File: src/rtl/ctrl_seq_if.sv
// Sequencer <-> datapath bundle: master is the sequencer, slave the ROM/ALU/regfile side.
// The stall signal exists only when CTRL_SEQ_STALL_EN is defined.
interface ctrl_seq_if #(
    parameter int IW = 9,
    parameter int RW = 3
);
  logic          start;
  logic [IW-1:0] instruction;
  logic          zero;
`ifdef CTRL_SEQ_STALL_EN
  logic          stall;
`endif
  logic          pc_en;
  logic          jump_taken;
  logic          reg_wr_en;
  logic          mem_wr_en;
  logic          load_inst;
  logic          store_inst;
  logic [1:0]    write_source;
  logic [RW-1:0] read_reg_addr;
  logic [RW-1:0] write_reg_addr;
  logic [2:0]    alu_op;
  logic          busy;
  logic          ack;
  logic [15:0]   inst_count;

  modport master (
`ifdef CTRL_SEQ_STALL_EN
    input  stall,
`endif
    input  start, instruction, zero,
    output pc_en, jump_taken, reg_wr_en, mem_wr_en, load_inst, store_inst,
    output write_source, read_reg_addr, write_reg_addr, alu_op, busy, ack, inst_count
  );

  modport slave (
`ifdef CTRL_SEQ_STALL_EN
    output stall,
`endif
    output start, instruction, zero,
    input  pc_en, jump_taken, reg_wr_en, mem_wr_en, load_inst, store_inst,
    input  write_source, read_reg_addr, write_reg_addr, alu_op, busy, ack, inst_count
  );
endinterface

File: src/rtl/ctrl_seq.sv
// Control sequencer: combinational decode per cycle, loads wait MEM_LAT cycles in MEMWAIT.
// No backpressure except optional CTRL_SEQ_STALL_EN stall, which freezes EXEC side effects.
module ctrl_seq #(
    parameter int IW      = 9,
    parameter int RW      = 3,
    parameter int MEM_LAT = 2
) (
  input logic      clk,
  input logic      rst,
  ctrl_seq_if.master bus
);
  localparam int CW = (MEM_LAT > 1) ? $clog2(MEM_LAT) : 1;
  localparam logic [CW-1:0] LAST = CW'(MEM_LAT - 1);

  localparam logic [2:0] ALU_LSH = 3'b000;
  localparam logic [2:0] ALU_RSH = 3'b001;
  localparam logic [2:0] ALU_ADD = 3'b010;
  localparam logic [2:0] ALU_CMP = 3'b111;

  typedef enum logic [1:0] {IDLE, EXEC, MEMWAIT, DONE} state_t;

  state_t        state, state_n;
  logic [CW-1:0] wait_cnt;
  logic [15:0]   inst_count;
  logic          halt_retire;
  logic          stall;

  logic [2:0]    op;
  logic [RW-1:0] rd, rs;
  logic          halt;

  assign op   = bus.instruction[IW-1 -: 3];
  assign rd   = bus.instruction[IW-4 -: RW];
  assign rs   = bus.instruction[IW-4-RW -: RW];
  assign halt = &bus.instruction;

`ifdef CTRL_SEQ_STALL_EN
  assign stall = bus.stall;
`else
  assign stall = 1'b0;
`endif

  always_ff @(posedge clk) begin
    if (rst) begin
      state      <= IDLE;
      wait_cnt   <= '0;
      inst_count <= '0;
    end else begin
      state      <= state_n;
      wait_cnt   <= (state == MEMWAIT && wait_cnt != LAST) ? wait_cnt + 1'b1 : '0;
      if (bus.pc_en || halt_retire)
        inst_count <= inst_count + 16'd1;
    end
  end

  always_comb begin
    state_n            = state;
    halt_retire        = 1'b0;
    bus.pc_en          = 1'b0;
    bus.jump_taken     = 1'b0;
    bus.reg_wr_en      = 1'b0;
    bus.mem_wr_en      = 1'b0;
    bus.load_inst      = 1'b0;
    bus.store_inst     = 1'b0;
    bus.write_source   = 2'b00;
    bus.read_reg_addr  = '0;
    bus.write_reg_addr = '0;
    bus.alu_op         = 3'b000;
    case (state)
      IDLE: if (bus.start) state_n = EXEC;
      EXEC: begin
        bus.write_reg_addr = rd;
        bus.read_reg_addr  = rs;
        if (halt) begin
          halt_retire = 1'b1;
          state_n     = DONE;
        end else begin
          case (op)
            3'b000: begin bus.reg_wr_en = 1'b1; bus.alu_op = ALU_LSH; bus.pc_en = 1'b1; end
            3'b001: begin bus.reg_wr_en = 1'b1; bus.alu_op = ALU_RSH; bus.pc_en = 1'b1; end
            3'b010: begin bus.reg_wr_en = 1'b1; bus.alu_op = ALU_ADD; bus.pc_en = 1'b1; end
            3'b011: begin bus.load_inst = 1'b1; state_n = MEMWAIT; end
            3'b100: begin bus.mem_wr_en = 1'b1; bus.store_inst = 1'b1; bus.pc_en = 1'b1; end
            3'b101: begin bus.reg_wr_en = 1'b1; bus.write_source = 2'b10; bus.pc_en = 1'b1; end
            3'b110: begin
              // rd MSB picks jne (1) or je (0)
              bus.alu_op     = ALU_CMP;
              bus.pc_en      = 1'b1;
              bus.jump_taken = rd[RW-1] ? ~bus.zero : bus.zero;
            end
            default: begin bus.reg_wr_en = 1'b1; bus.write_source = 2'b11; bus.pc_en = 1'b1; end
          endcase
        end
        if (stall) begin
          bus.pc_en      = 1'b0;
          bus.reg_wr_en  = 1'b0;
          bus.mem_wr_en  = 1'b0;
          bus.store_inst = 1'b0;
          bus.jump_taken = 1'b0;
          halt_retire    = 1'b0;
          state_n        = EXEC;
        end
      end
      MEMWAIT: begin
        bus.load_inst      = 1'b1;
        bus.write_source   = 2'b01;
        bus.write_reg_addr = rd;
        bus.read_reg_addr  = rs;
        if (wait_cnt == LAST) begin
          bus.reg_wr_en = 1'b1;
          bus.pc_en     = 1'b1;
          state_n       = EXEC;
        end
      end
      DONE: if (bus.start) state_n = EXEC;
      default: state_n = IDLE;
    endcase
  end

  assign bus.busy       = (state == EXEC) || (state == MEMWAIT);
  assign bus.ack        = (state == DONE);
  assign bus.inst_count = inst_count;
endmodule
File: src/flat_wrapper.sv
// flat-port wrapper written by rule: the top's interface ports become plain ports
module ctrl_seq_flat 
#(
    parameter int IW      = 9,
    parameter int RW      = 3,
    parameter int MEM_LAT = 2
)
  (clk, rst, bus_start, bus_instruction, bus_zero, bus_pc_en, bus_jump_taken, bus_reg_wr_en, bus_mem_wr_en, bus_load_inst, bus_store_inst, bus_write_source, bus_read_reg_addr, bus_write_reg_addr, bus_alu_op, bus_busy, bus_ack, bus_inst_count);
  ctrl_seq_if #(.IW(IW), .RW(RW)) bus_i ();
  input logic clk;
  input logic rst;
  input wire logic [$bits(bus_i.start)-1:0] bus_start;
  input wire logic [$bits(bus_i.instruction)-1:0] bus_instruction;
  input wire logic [$bits(bus_i.zero)-1:0] bus_zero;
  output wire logic [$bits(bus_i.pc_en)-1:0] bus_pc_en;
  output wire logic [$bits(bus_i.jump_taken)-1:0] bus_jump_taken;
  output wire logic [$bits(bus_i.reg_wr_en)-1:0] bus_reg_wr_en;
  output wire logic [$bits(bus_i.mem_wr_en)-1:0] bus_mem_wr_en;
  output wire logic [$bits(bus_i.load_inst)-1:0] bus_load_inst;
  output wire logic [$bits(bus_i.store_inst)-1:0] bus_store_inst;
  output wire logic [$bits(bus_i.write_source)-1:0] bus_write_source;
  output wire logic [$bits(bus_i.read_reg_addr)-1:0] bus_read_reg_addr;
  output wire logic [$bits(bus_i.write_reg_addr)-1:0] bus_write_reg_addr;
  output wire logic [$bits(bus_i.alu_op)-1:0] bus_alu_op;
  output wire logic [$bits(bus_i.busy)-1:0] bus_busy;
  output wire logic [$bits(bus_i.ack)-1:0] bus_ack;
  output wire logic [$bits(bus_i.inst_count)-1:0] bus_inst_count;
  assign bus_i.start = bus_start;
  assign bus_i.instruction = bus_instruction;
  assign bus_i.zero = bus_zero;
  assign bus_pc_en = bus_i.pc_en;
  assign bus_jump_taken = bus_i.jump_taken;
  assign bus_reg_wr_en = bus_i.reg_wr_en;
  assign bus_mem_wr_en = bus_i.mem_wr_en;
  assign bus_load_inst = bus_i.load_inst;
  assign bus_store_inst = bus_i.store_inst;
  assign bus_write_source = bus_i.write_source;
  assign bus_read_reg_addr = bus_i.read_reg_addr;
  assign bus_write_reg_addr = bus_i.write_reg_addr;
  assign bus_alu_op = bus_i.alu_op;
  assign bus_busy = bus_i.busy;
  assign bus_ack = bus_i.ack;
  assign bus_inst_count = bus_i.inst_count;
  ctrl_seq #(.IW(IW), .RW(RW), .MEM_LAT(MEM_LAT)) u_core (.clk(clk), .rst(rst), .bus(bus_i));
endmodule
File: config.mk
export PLATFORM = sky130hd
export DESIGN_NAME = ctrl_seq_flat
export DESIGN_NICKNAME = d
export VERILOG_FILES = /design/src/rtl/ctrl_seq_if.sv /design/src/rtl/ctrl_seq.sv /design/src/flat_wrapper.sv
export SDC_FILE = /design/constraint.sdc
export NUM_CORES = 1
export LEC_CHECK = 0
export ABC_AREA = 0
export ABC_CLOCK_PERIOD_IN_PS = 4300
export CAP_MARGIN = 5
export CORE_MARGIN = 5
export CORE_UTILIZATION = 60
export CTS_CLUSTER_SIZE = 25
export DETAILED_ROUTE_END_ITERATION = 10
export DONT_BUFFER_PORTS = 1
export MAX_ROUTING_LAYER = met4
export PLACE_DENSITY_LB_ADDON = 0.3
export SYNTH_ARGS = -nofsm -noshare
export SYNTH_HDL_FRONTEND = slang
export SYNTH_SLANG_ARGS = --single-unit
File: constraint.sdc
create_clock -name clk -period 4.3 [get_ports clk]
set_input_delay 0.645 -clock clk [delete_from_list [all_inputs] [get_ports clk]]
set_output_delay 0.645 -clock clk [all_outputs]
set_load 0.1 [all_outputs]
==> reports/metrics.csv <==
stage;metric;value;unit
sta;hold slack;0.3897;ns
critical_path;crit end category;output pin;
power;PD cells;282.7;mW/mm²
final_layout;sequential cell area;380.4;µm²
clock_tree;cts hold-fix bufs;0;
sta;unrepaired setup endpoints after global routing;false;
worst_hold_path;Hold Crit Class;input pin to flop;
place;Inst Count DP;192;
outcome;status;complete, no violations;
place;detailed placement HPWL;2349;µm
sta;Finish-stage setup viols;0;
critical_path;critical path arrival;2.64;ns
global_routing;first-pass GRT wire length;5230;µm
critical_path;CP max FO;14;
sta;Slew Viols, Final;0;
worst_hold_path;Hold Path Sink;u_core.bus.inst_count[1];
final_layout;multi-input logic area;953.4;µm²
clock_tree;# resized after CTS;0;
clock_tree;H-tree Lvls;1;
die;I/O pins;48;
place;PortBufs;0;
synthesis;Synth cell types;39;
global_routing;gr ovfl total;0;
sta;fin crit period;3.286;ns
critical_path;Worst Path Required;3.65;ns
synthesis;synthesized area per cell;8.349;µm²
global_routing;GRT met2 Usage;33.23;%
final_layout;synthesis-to-finish area growth;12.77;%
final_layout;filler cell count;185;
power;worst IR drop on VDD;0.0002833;V
critical_path;r2r setup slk;1.76;ns
global_routing;met3 Usage GRT;5.656;%
critical_path;crit path kind;flop to output pin;
clock_tree;Setup Buffers After CTS;0;
die;num rows;17;
final_layout;# diodes;0;
global_routing;initial antenna violation count;0;
critical_path;reg2reg end;u_core.bus.inst_count[6];
power;Tot Pwr;0.4312;mW
run;number of max-cap violations;0;
die;die height;57.48;µm
clock_tree;Clock Latency Late Sink;0.31;ns
sta;maximum clock rate;304.4;MHz
sta;Final Hold Vio Count;0;
clock_tree;CTS tree;yes;
critical_path;FF-to-FF path depth;6;
final_layout;Finished Layout Cells;196;
die;Die Width;57.48;µm
clock_tree;CTS clk-pin slew, worst paths;0.12;ns
synthesis;Post-synth EDFFs;0;
sta;clk_skew;0.01327;ns
route;routed vias;1198;
final_layout;design area;0.001525;mm²
synthesis;synthesized area;0.001353;mm²
synthesis;synthesized net count;179;
synthesis;sequential area share after synthesis;28.12;%
die;die area;0.003304;mm²
global_routing;pin count of the biggest net entering global routing;34;
route;Routed WL per cell;15.44;µm
critical_path;reg-to-reg startpoint;u_core.state[0];
clock_tree;CTS Buffer Depth;2;
synthesis;flops & latches, synth;19;
final_layout;nets;186;
sta;setup TNS;0;ns
place;placed inst area;0.001498;mm²
route;DR vias/cell;6.112;
synthesis;Synth Flop Type;dfxtp_1;
worst_hold_path;hold depth;1;
power;Leakage;0.5707;nW
place;Routability Congestion;0.8119;
synthesis;async set-reset flop share out of synthesis;0;%
sta;max_slew headroom;20.96;%
global_routing;vias in the first global route;1123;
sta;Worst-Margin Slew;1.186;ns
critical_path;Worst setup SP type;flop;
global_routing;gr busiest metal;met2;
worst_hold_path;Hold Crit Start;rst;
global_routing;GRT Total Usage;19.95;%
synthesis;Yosys warning count;0;
sta;Final Cycle Share;76.41;%
final_layout;layout cell share with drive strength beyond 1;23.21;%
clock_tree;root buffer cell;clkbuf_4;
route;Routed WL;3026;µm
clock_tree;CTS Buf Count;3;
global_routing;routing usage on met1;24.21;%
die;Starting Density;61.74;%
route;initial DRC count;30;
route;drt first pass iters;4;
route;number of remaining DRC errors;0;
clock_tree;CTS Sinks;19;
synthesis;Syn Inst Count;162;
route;post-route ant nets;0;
die;Core ar.;0.002191;mm²
==> how the worst max path moves through the flow <==
stage	endpoint	cells after the start	start	slack (ns)
6_report	bus_write_source[1]	5	u_core.state[0]	1.01
5_1_grt	bus_write_source[1]	5	u_core.state[0]	0.84
4_1_cts	bus_write_source[1]	5	u_core.state[0]	1.0
3_5_place_dp	bus_write_source[1]	5	u_core.state[0]	1.34
3_3_place_gp	bus_write_source[1]	5	u_core.state[0]	1.42
2_1_floorplan	bus_store_inst	3	bus_instruction[8]	0.50
==> cells in the final DEF, fill, tap and decap left out, drive strengths merged, types with 4 or more instances in the layout <==
master,Yosys,final
mux2,14,14
a21oi,10,10
nand3,7,7
dfxtp,19,19
nor2b,20,20
nand2,8,8
nand2b,4,4
inv,5,5
nand4,6,6
nor2,21,21
buf,5,12
ha,4,4
a211oi,7,7
==> per-layer routing <==
metal  share of wire (%)  up-vias
met5                   0        -
met4                0.50        0
met3                 5.2        2
met2                  52       23
met1                  42      582
li1                    -      591
==> flip-flops by register name (all words and copies together) (netlist names) <==
register and flops:
u_core.bus.inst_count 16, u_core.state 2, u_core.wait_cnt 1
==> synthesized netlist by cell type, drive strengths merged, types with 5 or more instances <==
| cell | n | area, µm² |
|---|---|---|
| a211oi | 7 | 72.57 |
| inv | 5 | 18.77 |
| mux2 | 14 | 157.7 |
| nand2 | 8 | 30.03 |
| nor2b | 20 | 125.1 |
| a21oi | 10 | 50.05 |
| nand4 | 6 | 37.54 |
| clkbuf | 5 | 18.77 |
| nor2 | 21 | 78.83 |
| nand3 | 7 | 40.04 |
| dfxtp | 19 | 380.4 |
| buf | 5 | 38.78 |
==> report_power, final <==
group	total (mW)	internal, mW	leakage, nW	switching (mW)
Clock	0.0929	0.0347	0.0177	0.0582
Sequential	0.180	0.179	0.153	0.00176
Combinational	0.158	0.0272	0.400	0.131
Total	0.431	0.241	0.571	0.191
==> per-stage QoR <==
stage	util [%]	setup slack, ns
after CTS	69.62	0.9995
after detailed placement	68.36	1.337
after floorplan	-	0.5008
final	69.62	1.014
after global placement	68.36	1.420
after global routing	69.62	0.8406
==> worst max-delay path, stage by stage, from the launching register on <==
cell,delay [ns]
dfxtp_1,0.38
inv_1,0.07
ha_1,0.67
inv_1,0.59
and4_1,0.40
buf_4,0.23
==> logic make-up after synthesis <==
group / Yosys count / synth area share [%]
adders and majority gates: 4 / 3.700
DFF: 19 / 28.12
buffers and inverters: 15 / 5.643
AOI/OAI and AO/OA: 31 / 18.78
muxes: 14 / 11.66
xor gates and xnor gates: 1 / 0.6477
and+or+nand+nor: 78 / 31.45
==> final cells by class <==
cell class                      instances  share of cell area (%)
Tap cell                               28                   2.297
Sequential cell                        19                   24.94
Clock buffer                            3                   1.477
Timing Repair Buffer                   12                   7.219
Clock inverter                          1                  0.3281
Inverter                                5                   1.231
Multi-Input combinational cell        128                   62.51
(Power assumes the default switching activity.)
